==> config.mk <==
export PLATFORM = sky130hd
export DESIGN_NAME = scene_sequencer
export DESIGN_NICKNAME = d
export VERILOG_FILES = /design/src/rtl/scene_pkg.sv /design/src/rtl/frame_tick_gen.sv /design/src/rtl/scene_sequencer.sv
export SDC_FILE = /design/constraint.sdc
export NUM_CORES = 1
export LEC_CHECK = 0
export CAP_MARGIN = 20
export CORE_ASPECT_RATIO = 0.7
export CORE_MARGIN = 3
export CORE_UTILIZATION = 40
export DETAILED_ROUTE_END_ITERATION = 8
export PLACE_DENSITY = 0.73
export SLEW_MARGIN = 20
export SYNTH_ARGS = -nofsm -noshare
export SYNTH_HDL_FRONTEND = slang
export SYNTH_SLANG_ARGS = --single-unit
==> constraint.sdc <==
create_clock -name clk -period 1.5 [get_ports clk]
set_clock_uncertainty 0.05 [all_clocks]
set_input_delay 0.3 -clock clk [delete_from_list [all_inputs] [get_ports clk]]
set_output_delay 0.3 -clock clk [all_outputs]
set_load 0.01 [all_outputs]
==> src/rtl/scene_pkg.sv <==
// Shared constants, state encodings and colour lookup for the scene sequencer.
// Contents: scene ids, fixed scene colours, sequencer FSM states, H_ACTIVE,
// and scene_colour() which maps a scene id to its background colour.
package scene_pkg;

  localparam int unsigned SCENE_W  = 2;
  localparam int unsigned COLOUR_W = 6;
  localparam int unsigned X_W      = 10;
  localparam int unsigned FRAME_W  = 10;
  localparam int unsigned WPOS_W   = 11;
  localparam int unsigned H_ACTIVE = 640;

  localparam logic [SCENE_W-1:0] SCENE_GRASS = 2'd0;
  localparam logic [SCENE_W-1:0] SCENE_UW    = 2'd1;
  localparam logic [SCENE_W-1:0] SCENE_BLUE  = 2'd2;
  localparam logic [SCENE_W-1:0] SCENE_GREEN = 2'd3;

  localparam logic [COLOUR_W-1:0] BLUE_RGB  = 6'b00_01_11;
  localparam logic [COLOUR_W-1:0] GREEN_RGB = 6'b00_11_01;

  typedef enum logic {
    ST_HOLD = 1'b0,
    ST_WIPE = 1'b1
  } seq_state_e;

  // Background colour for a scene id; animated scenes come from outside.
  function automatic logic [COLOUR_W-1:0] scene_colour(
    input logic [SCENE_W-1:0]  s,
    input logic [COLOUR_W-1:0] bg0,
    input logic [COLOUR_W-1:0] bg1
  );
    logic [COLOUR_W-1:0] c;
    case (s)
      SCENE_GRASS: c = bg0;
      SCENE_UW:    c = bg1;
      SCENE_BLUE:  c = BLUE_RGB;
      default:     c = GREEN_RGB;
    endcase
    return c;
  endfunction

endpackage

==> src/rtl/frame_tick_gen.sv <==
// Frame tick generator: rising-edge detect on vsync plus a free-running
// frame counter. Shared with the sound block.
// Ports: clk, reset (async, active-high), vsync in;
//        tick_c (combinational, one clk wide), frame_count (registered) out.
module frame_tick_gen
  import scene_pkg::*;
#(
  parameter int unsigned COUNT_W = FRAME_W
) (
  input  logic               clk,
  input  logic               reset,
  input  logic               vsync,
  output logic               tick_c,
  output logic [COUNT_W-1:0] frame_count
);

  logic vsync_q;

  assign tick_c = vsync & ~vsync_q;

  // Edge-detect history and frame counter (wraps naturally).
  always_ff @(posedge clk or posedge reset) begin
    if (reset) begin
      vsync_q     <= 1'b0;
      frame_count <= '0;
    end else begin
      vsync_q <= vsync;
      if (tick_c) frame_count <= frame_count + COUNT_W'(1);
    end
  end

endmodule

==> src/rtl/scene_sequencer.sv <==
// Per-pixel scene compositor and frame-level scene scheduler.
// Picks one of four backgrounds, overlays the goose sprite, registers the
// 6-bit colour, and sequences scene changes (manual via sel, or automatic
// every HOLD_FRAMES frames).
// Optional feature macro SCENE_SEQ_WIPE_EN: when defined, transitions are a
// left-to-right wipe advancing WIPE_STEP pixels per frame; when undefined,
// transitions are hard cuts and wiping is tied low.
// Ports: clk, reset (async, active-high), vsync, video_active, pix_x,
//        auto_mode, sel (async), in_goose, goose_rgb, bg0_rgb, bg1_rgb in;
//        rgb, frame_count, scene, wiping out.
module scene_sequencer
  import scene_pkg::*;
#(
  parameter int unsigned HOLD_FRAMES = 240,
  parameter int unsigned WIPE_STEP   = 32,
  parameter int unsigned H_ACTIVE    = scene_pkg::H_ACTIVE
) (
  input  logic                clk,
  input  logic                reset,
  input  logic                vsync,
  input  logic                video_active,
  input  logic [X_W-1:0]      pix_x,
  input  logic                auto_mode,
  input  logic [SCENE_W-1:0]  sel,
  input  logic                in_goose,
  input  logic [COLOUR_W-1:0] goose_rgb,
  input  logic [COLOUR_W-1:0] bg0_rgb,
  input  logic [COLOUR_W-1:0] bg1_rgb,
  output logic [COLOUR_W-1:0] rgb,
  output logic [FRAME_W-1:0]  frame_count,
  output logic [SCENE_W-1:0]  scene,
  output logic                wiping
);

  localparam int unsigned HOLD_W = (HOLD_FRAMES > 1) ? $clog2(HOLD_FRAMES) : 1;

  if (HOLD_FRAMES == 0 || WIPE_STEP == 0) begin : g_param_check
    $error("scene_sequencer: HOLD_FRAMES and WIPE_STEP must be non-zero");
  end

  logic                tick_c;
  logic [SCENE_W-1:0]  sel_meta, sel_sync;
  logic [SCENE_W-1:0]  scene_nxt, base_scene_c;
  logic [HOLD_W-1:0]   hold_cnt, hold_nxt;
  logic                hold_expired_c, manual_req_c;
  logic [COLOUR_W-1:0] rgb_nxt_c;

  frame_tick_gen #(.COUNT_W(FRAME_W)) u_frame_tick (
    .clk         (clk),
    .reset       (reset),
    .vsync       (vsync),
    .tick_c      (tick_c),
    .frame_count (frame_count)
  );

  // Two-flop synchroniser for the asynchronous select pins.
  always_ff @(posedge clk or posedge reset) begin
    if (reset) begin
      sel_meta <= '0;
      sel_sync <= '0;
    end else begin
      sel_meta <= sel;
      sel_sync <= sel_meta;
    end
  end

  assign hold_expired_c = auto_mode && (hold_cnt == HOLD_W'(HOLD_FRAMES - 1));

`ifdef SCENE_SEQ_WIPE_EN
  seq_state_e          state, state_nxt;
  logic [SCENE_W-1:0]  sel_prev, pend_sel, pend_sel_nxt, req_scene_c;
  logic [SCENE_W-1:0]  next_scene, next_scene_nxt;
  logic                pend_vld, pend_vld_nxt;
  logic [WPOS_W-1:0]   wipe_pos, wipe_pos_nxt, wipe_sum_c;
  logic                wipe_done_c;

  // A select change seen during a wipe is remembered until the next HOLD tick.
  assign req_scene_c  = pend_vld ? pend_sel : sel_sync;
  assign manual_req_c = !auto_mode && (req_scene_c != scene);
  assign wipe_sum_c   = wipe_pos + WPOS_W'(WIPE_STEP);
  assign wipe_done_c  = wipe_sum_c >= WPOS_W'(H_ACTIVE);

  // State register.
  always_ff @(posedge clk or posedge reset) begin
    if (reset) state <= ST_HOLD;
    else       state <= state_nxt;
  end

  // Next-state logic; manual and auto triggers both start a wipe.
  always_comb begin
    state_nxt = state;
    case (state)
      ST_HOLD: if (tick_c && (manual_req_c || hold_expired_c)) state_nxt = ST_WIPE;
      ST_WIPE: if (tick_c && wipe_done_c) state_nxt = ST_HOLD;
      default: state_nxt = ST_HOLD;
    endcase
  end

  // Datapath updates; manual request takes priority over auto expiry.
  always_comb begin
    scene_nxt      = scene;
    next_scene_nxt = next_scene;
    hold_nxt       = hold_cnt;
    wipe_pos_nxt   = wipe_pos;
    pend_sel_nxt   = pend_sel;
    pend_vld_nxt   = pend_vld;
    if (!auto_mode) hold_nxt = '0;
    if (sel_sync != sel_prev) begin
      pend_sel_nxt = sel_sync;
      pend_vld_nxt = 1'b1;
    end
    case (state)
      ST_HOLD: begin
        if (tick_c) begin
          pend_vld_nxt = 1'b0;
          if (manual_req_c) begin
            next_scene_nxt = req_scene_c;
            wipe_pos_nxt   = '0;
            hold_nxt       = '0;
          end else if (hold_expired_c) begin
            next_scene_nxt = scene + SCENE_W'(1);
            wipe_pos_nxt   = '0;
            hold_nxt       = '0;
          end else if (auto_mode) begin
            hold_nxt = hold_cnt + HOLD_W'(1);
          end
        end
      end
      ST_WIPE: begin
        if (tick_c) begin
          if (wipe_done_c) begin
            scene_nxt    = next_scene;
            wipe_pos_nxt = '0;
            hold_nxt     = '0;
          end else begin
            wipe_pos_nxt = wipe_sum_c;
          end
        end
      end
      default: ;
    endcase
  end

  // Wipe-only registers.
  always_ff @(posedge clk or posedge reset) begin
    if (reset) begin
      sel_prev   <= '0;
      pend_sel   <= '0;
      pend_vld   <= 1'b0;
      next_scene <= SCENE_GRASS;
      wipe_pos   <= '0;
      wiping     <= 1'b0;
    end else begin
      sel_prev   <= sel_sync;
      pend_sel   <= pend_sel_nxt;
      pend_vld   <= pend_vld_nxt;
      next_scene <= next_scene_nxt;
      wipe_pos   <= wipe_pos_nxt;
      wiping     <= (state_nxt == ST_WIPE);
    end
  end

  // Columns left of the wipe boundary already show the incoming scene.
  assign base_scene_c = (wiping && (WPOS_W'(pix_x) < wipe_pos)) ? next_scene : scene;
`else
  assign manual_req_c = !auto_mode && (sel_sync != scene);

  // Hard-cut sequencing: the scene switches on the triggering tick.
  always_comb begin
    scene_nxt = scene;
    hold_nxt  = hold_cnt;
    if (!auto_mode) hold_nxt = '0;
    if (tick_c) begin
      if (manual_req_c) begin
        scene_nxt = sel_sync;
        hold_nxt  = '0;
      end else if (hold_expired_c) begin
        scene_nxt = scene + SCENE_W'(1);
        hold_nxt  = '0;
      end else if (auto_mode) begin
        hold_nxt = hold_cnt + HOLD_W'(1);
      end
    end
  end

  assign wiping       = 1'b0;
  assign base_scene_c = scene;
`endif

  // Pixel colour: blanking, then sprite, then background.
  always_comb begin
    rgb_nxt_c = '0;
    if (video_active && (pix_x < X_W'(H_ACTIVE))) begin
      rgb_nxt_c = in_goose ? goose_rgb : scene_colour(base_scene_c, bg0_rgb, bg1_rgb);
    end
  end

  // Shared registers.
  always_ff @(posedge clk or posedge reset) begin
    if (reset) begin
      rgb      <= '0;
      scene    <= SCENE_GRASS;
      hold_cnt <= '0;
    end else begin
      rgb      <= rgb_nxt_c;
      scene    <= scene_nxt;
      hold_cnt <= hold_nxt;
    end
  end

endmodule

# ---- Yosys cells after proc, flatten, opt, wreduce, memory -nomap -nowiden
# Cells that the tools add are included.
dict set report totals {
  in_bits 36
  rom_bits 0
  mem_count 0
  regBits 31
  wordCells 34
  ram_bits 0
  latchBits 0
}
dict set report classes {
  mux 10
  add_sub_neg 3
  div 0
  n_reduce_logical 7
  n_eq_ne 4
  n_shift 0
  n_mul 0
  n_bitwise 2
  order_cmp 1
}
# op count
set op_table {}
lappend op_table {{8-bit two-way mux} 5}
lappend op_table {{6-bit case mux with 3 select lines} 1}
lappend op_table {{6-bit two-way mux} 2}
lappend op_table {{10-bit by 1-bit adder with 10-bit output (second input constant)} 1}
lappend op_table {{10-bit < comparator (second input constant)} 1}
lappend op_table {{8-bit by 1-bit adder with 8-bit output (second input constant)} 1}
lappend op_table {{8-bit equality test (second input constant)} 1}
lappend op_table {{2-bit two-way mux} 2}
lappend op_table {{1-bit logical AND} 3}
lappend op_table {{2-bit by 1-bit adder with 2-bit output (second input constant)} 1}
lappend op_table {{2-bit by 1-bit equality test with 1-bit output (second input constant)} 1}
lappend op_table {{2-bit equality test (second input constant)} 1}
lappend op_table {{2-bit logical NOT} 1}
lappend op_table {{2-bit inequality test} 1}
lappend op_table {{2-bit AND reduction} 1}
lappend op_table {{2-bit nonzero test} 1}
lappend op_table {{1-bit AND} 1}
lappend op_table {{1-bit logical NOT} 1}
lappend op_table {{1-bit NOT} 1}

# ---- Longest topological paths before layout
# Gate-level depths: netlist (run 1).
dict set report depth {
  ltp_word 5
  ltp_mapped 6
}

# ---- By module
# From an unflattened synthesis (run 1), not the netlist that was laid out.
dict set report hier_totals {
  cells_unflattened 150
  area_unflattened_um2 1610.3
}
# mod area_each_um2 cells_each n_inst seq_area_each_um2
set by_module_without_submodules {}
lappend by_module_without_submodules {scene_sequencer 1078.5 107 1 500.5}
lappend by_module_without_submodules {frame_tick_gen 531.8 43 1 275.3}

# ---- Worst setup path after synthesis (run 1)
# Ideal clock, no wire load.
dict set report synth_timing {
  path_kind {register to register}
  from {register scene[0]}
  to {register rgb[1]}
  slack_ps 9
  stages_incl_launch_ff 6
  synth_period_minus_slack_ps 1491
  setup_time_ps 123
  n_path_buf 0
  t_arrival_ps 1319
  cell_sequence {dfrtp_1 inv_1 ha_1 a221o_1 a22oi_1 nor2_1}
}
dict set report synth_between {
  elab_chain_len 4
}
# element line_no
set synth_lines {}
lappend synth_lines {{from (decl)} scene_sequencer.sv:31} ;# output logic [SCENE_W-1:0] scene,
lappend synth_lines {{from (signal assigned)} scene_sequencer.sv:206} ;# scene <= scene_nxt;
lappend synth_lines {{2-bit equality test (tied with other cells)} scene_pkg.sv:33} ;# case (s)
lappend synth_lines {{6-bit case mux with 3 select lines *} scene_pkg.sv:33}
lappend synth_lines {{6-bit two-way mux *} scene_sequencer.sv:194} ;# rgb_nxt_c = in_goose ? goose_rgb : scene_colour(base_scene_c, bg0_rgb, bg1_rgb);
lappend synth_lines {{6-bit two-way mux *} scene_sequencer.sv:193} ;# if (video_active && (pix_x < X_W'(H_ACTIVE))) begin
lappend synth_lines {{named net rgb_nxt_c[1]} scene_sequencer.sv:46} ;# logic [COLOUR_W-1:0] rgb_nxt_c;
lappend synth_lines {{to (signal assigned)} scene_sequencer.sv:205} ;# rgb <= rgb_nxt_c;
lappend synth_lines {{to (decl)} scene_sequencer.sv:29} ;# output logic [COLOUR_W-1:0] rgb,
# Mark *: on every way through the listed nets, which the timed path passes. The rest lies on a longest branch.
# A chain may end at the register's enable or synchronous reset.

# ---- Worst setup path after layout (run 1)
dict set report layout_timing {
  from {register hold_cnt[4]}
  to {register scene[1]}
}
dict set report layout_between {
  elab_chain_len 4
}
# element line_no
set layout_lines {}
lappend layout_lines {{from (decl)} scene_sequencer.sv:44} ;# logic [HOLD_W-1:0] hold_cnt, hold_nxt;
lappend layout_lines {{from (signal assigned)} scene_sequencer.sv:207} ;# hold_cnt <= hold_nxt;
lappend layout_lines {{8-bit equality test} scene_sequencer.sv:67} ;# assign hold_expired_c = auto_mode && (hold_cnt == HOLD_W'(HOLD_FRAMES - 1));
lappend layout_lines {{1-bit logical AND} scene_sequencer.sv:67}
lappend layout_lines {{2-bit nonzero test (no source line)} -}
lappend layout_lines {{2-bit AND reduction (no source line)} -}
# No other way between the ends.

==> results of run 1 <==
## cell usage in the layout (no fill, tap or decap), types with 2 or more instances in the layout
master / n
nand4_1: 2
clkbuf_8: 7
o22ai_2: 2
nand2_1: 16
o21ai_0: 4
nand3_1: 4
a31oi_1: 2
a22oi_1: 2
a2bb2oi_2: 2
nor2b_1: 2
ha_2: 2
xnor2_1: 7
o211ai_1: 2
a22o_1: 3
ha_4: 3
inv_2: 3
a211oi_2: 2
a21oi_1: 6
nor2_1: 11
dlymetal6s2s_1: 5
dfrtp_1: 31
or3_1: 2
buf_4: 24
xor2_1: 4
dlygate4sd2_1: 14
clkdlybuf4s50_1: 26
## what timing repair did
item	4_1_cts	5_1_grt
setup buffers	6	2
resized for setup	23	26
endpoints found under the setup margin	22	17
pin swaps	2	9
## worst register-to-register path: stages (launching register included)
cell and delay, ps:
dfrtp_1 400, nand4b_4 210, or3_4 430, a21oi_4 180, a2bb2oi_2 150
## through the flow
step,cells,total power (W),util (%),area [um^2]
2_1_floorplan,141,0.00153,-,1510
4_1_cts,265,0.00287,65.1,2330
3_3_place_gp,251,0.00199,60.3,2160
3_5_place_dp,251,0.00204,60.3,2160
6_report,267,0.00299,68.5,2450
5_1_grt,267,0.00316,68.5,2450
## cell families after synthesis
logic type | after synthesis | share of synthesized area, %
flops | 31 | 51.3
xor+xnor | 12 | 6.95
simple gates | 48 | 17.5
fa+ha+maj | 6 | 4.96
other cells | 1 | 0.248
buf+inv | 8 | 2.56
compound gates | 35 | 16.5
## where the power goes
| part | switching, W | internal [W] | total, W | leakage, nW |
|---|---|---|---|---|
| sequential | 0.0000874 | 0.000952 | 0.00104 | 0.403 |
| combinational | 0.000567 | 0.000648 | 0.00122 | 0.735 |
| clock | 0.000321 | 0.000417 | 0.000738 | 0.0505 |
## worst max-delay path by stage
stage / slack [ps] / start / to / cells past startpoint
2_1_floorplan: 9 / scene[0] / rgb[1] / 5
3_3_place_gp: -250 / vsync / u_frame_tick.frame_count[9] / 6
3_5_place_dp: -280 / vsync / hold_cnt[4] / 4
4_1_cts: -20 / scene[0] / rgb[2] / 7
5_1_grt: -40 / hold_cnt[0] / scene[1] / 5
6_report: -4 / hold_cnt[4] / scene[1] / 4
## cell type report
cell class | instances | area, um^2 | share of cell area (%)
clock buffers | 7 | 96.3 | 3.93
clock inverters | 1 | 7.51 | 0.306
inverters | 4 | 15.0 | 0.612
multi-input cells | 102 | 828 | 33.8
flip-flops and latches | 31 | 776 | 31.6
well taps | 50 | 62.6 | 2.55
repair buffers | 72 | 667 | 27.2
## layer usage
layer	GRT usage, %	vias to the layer above	routed length (um)
met1	23.1	656	1730
met5	0	-	0
met2	27.2	41	1840
li1	-	654	-
met3	4.57	12	230
met4	7.11	0	92
## sequential cells by signal, indices dropped and copies added (netlist names)
signal and count:
rgb 6, sel_meta 2, hold_cnt 8, u_frame_tick.frame_count 10, sel_sync 2, scene 2
u_frame_tick.vsync_q 1
==> results.yml, run 1 <==
status:
  status: "complete, but fails checks"
  violations: "negative setup slack"
synth:
  synth_nets: 183
  ys_warn_count: 0
  synth_common_cells: "31 x dfrtp_1, 16 x nand2_1, 12 x nor2_1"
  synthTopCellsByArea: "dfrtp_1 51%, ha_1 5.0%, xnor2_1 4.1%"
  ys_seq_elements: 31
  synthFlopType: "dfrtp_1"
  synth_cells: 141
  synth_area_um2: 1510
  synthMostInstantiatedCell: "dfrtp_1"
  synth_top_area_share_pct: 51.3
  yosysSeqAreaShare_pct: 51.3
  synth-edff-count: 0
  syn_avg_cell_area_um2: 10.7
  synthArstFlopShare_pct: 100
  yosys.area.top_type: "dfrtp_1"
  yosysUniqueCellTypes: 40
setup_path:
  worst-r2r-cell-count: 4
  rrSetupSlack_ps: -4
  crit_slowest_cell: "or3_4"
  worstSetupPathType: "flop to flop"
  cp_cell_sequence: "nand4b_4 > or3_4 > a21oi_4 > a2bb2oi_2"
  timing.rr.start: "hold_cnt[4]"
  worst-path-buf-inv: 0
  crit_family: "simple AND/OR/NAND/NOR gates"
  setup.worst_path.start_class: "flop"
  end_kind: "flop"
  r2r_end: "scene[1]"
  slowest_delay_ps: 430
  cp_max_fo: 4
  crit_required_ps: 1670
  worstPathArrival_ps: 1670
floorplanning:
  core_area_um2: 3580
  io_pins: 55
  fp.dieW_um: 79.5
  die-area_um2: 4570
  rows: 18
  die_h_um: 57.5
  initial_utilization_pct: 42.2
global_route:
  grt_pass1_wl_um: 6100
  grt_overflow: 0
  antenna_found_initial: 0
  grt_start_max_net_pins: 32
  grt_pass1_vias: 1330
  grt_usage_pct: 17.4
timing:
  holdWs_ps: 126
  finalSetupViolations: 1
  min_period_ps: 1500
  grt_setup_unrepaired: "yes"
  fmax_mhz: 665
  slew_violations: 0
  finalSetupTns_ps: -4.11
  final_hold_viol_count: 0
  setup_ws_ps: -4.11
  finalCritPeriodShare_pct: 100
placement:
  place.gp.congestion: 0.796
  hpwl_um: 2860
  portBuffers: 46
  place_ws_ps: -277
layout:
  antenna_cells: 0
  nNetsFinal: 258
  fillers: 271
  drive_above_1_share_pct: 28.6
  area_growth_syn_to_layout_pct: 62.1
drt:
  routed_wl_um: 3900
  ant_nets: 0
  dr.pass1.iters: 4
  first_iter_violations: 64
  post-route-drc-count: 0
  viasPerCell: 5.10
  vias: 1363
  wl_per_cell_um: 14.6
hold_path:
  hp-start: "vsync"
  hold_path_depth: 1
  min_path_type: "primary input to flop"
  min_to: "u_frame_tick.vsync_q"
power:
  ir_worst_vdd_mv: 1.00
  p_per_area_nw_per_um2: 1220
  power_leakage_nw: 1.19
cts:
  cts_buffers: 5
  root_buffer: "clkbuf_8"
  clock_latency_ps: 290
  clock_sinks: 31
  hold_buffers: 0
  cts_tree: "done"
  cts_htree_levels: 2
  path_clk_slew_ps: 70
  cts_max_path_buffers: 2
run:
  cap_violations: 0
No activity file was read; power rests on OpenSTA's default activity.
==> run 2: changes to the inputs <==
Settings changed: SLEW_MARGIN 20 to not set.
==> results of run 2 <==
Same layout as run 1: the final DEF is identical, and so are final timing and power.
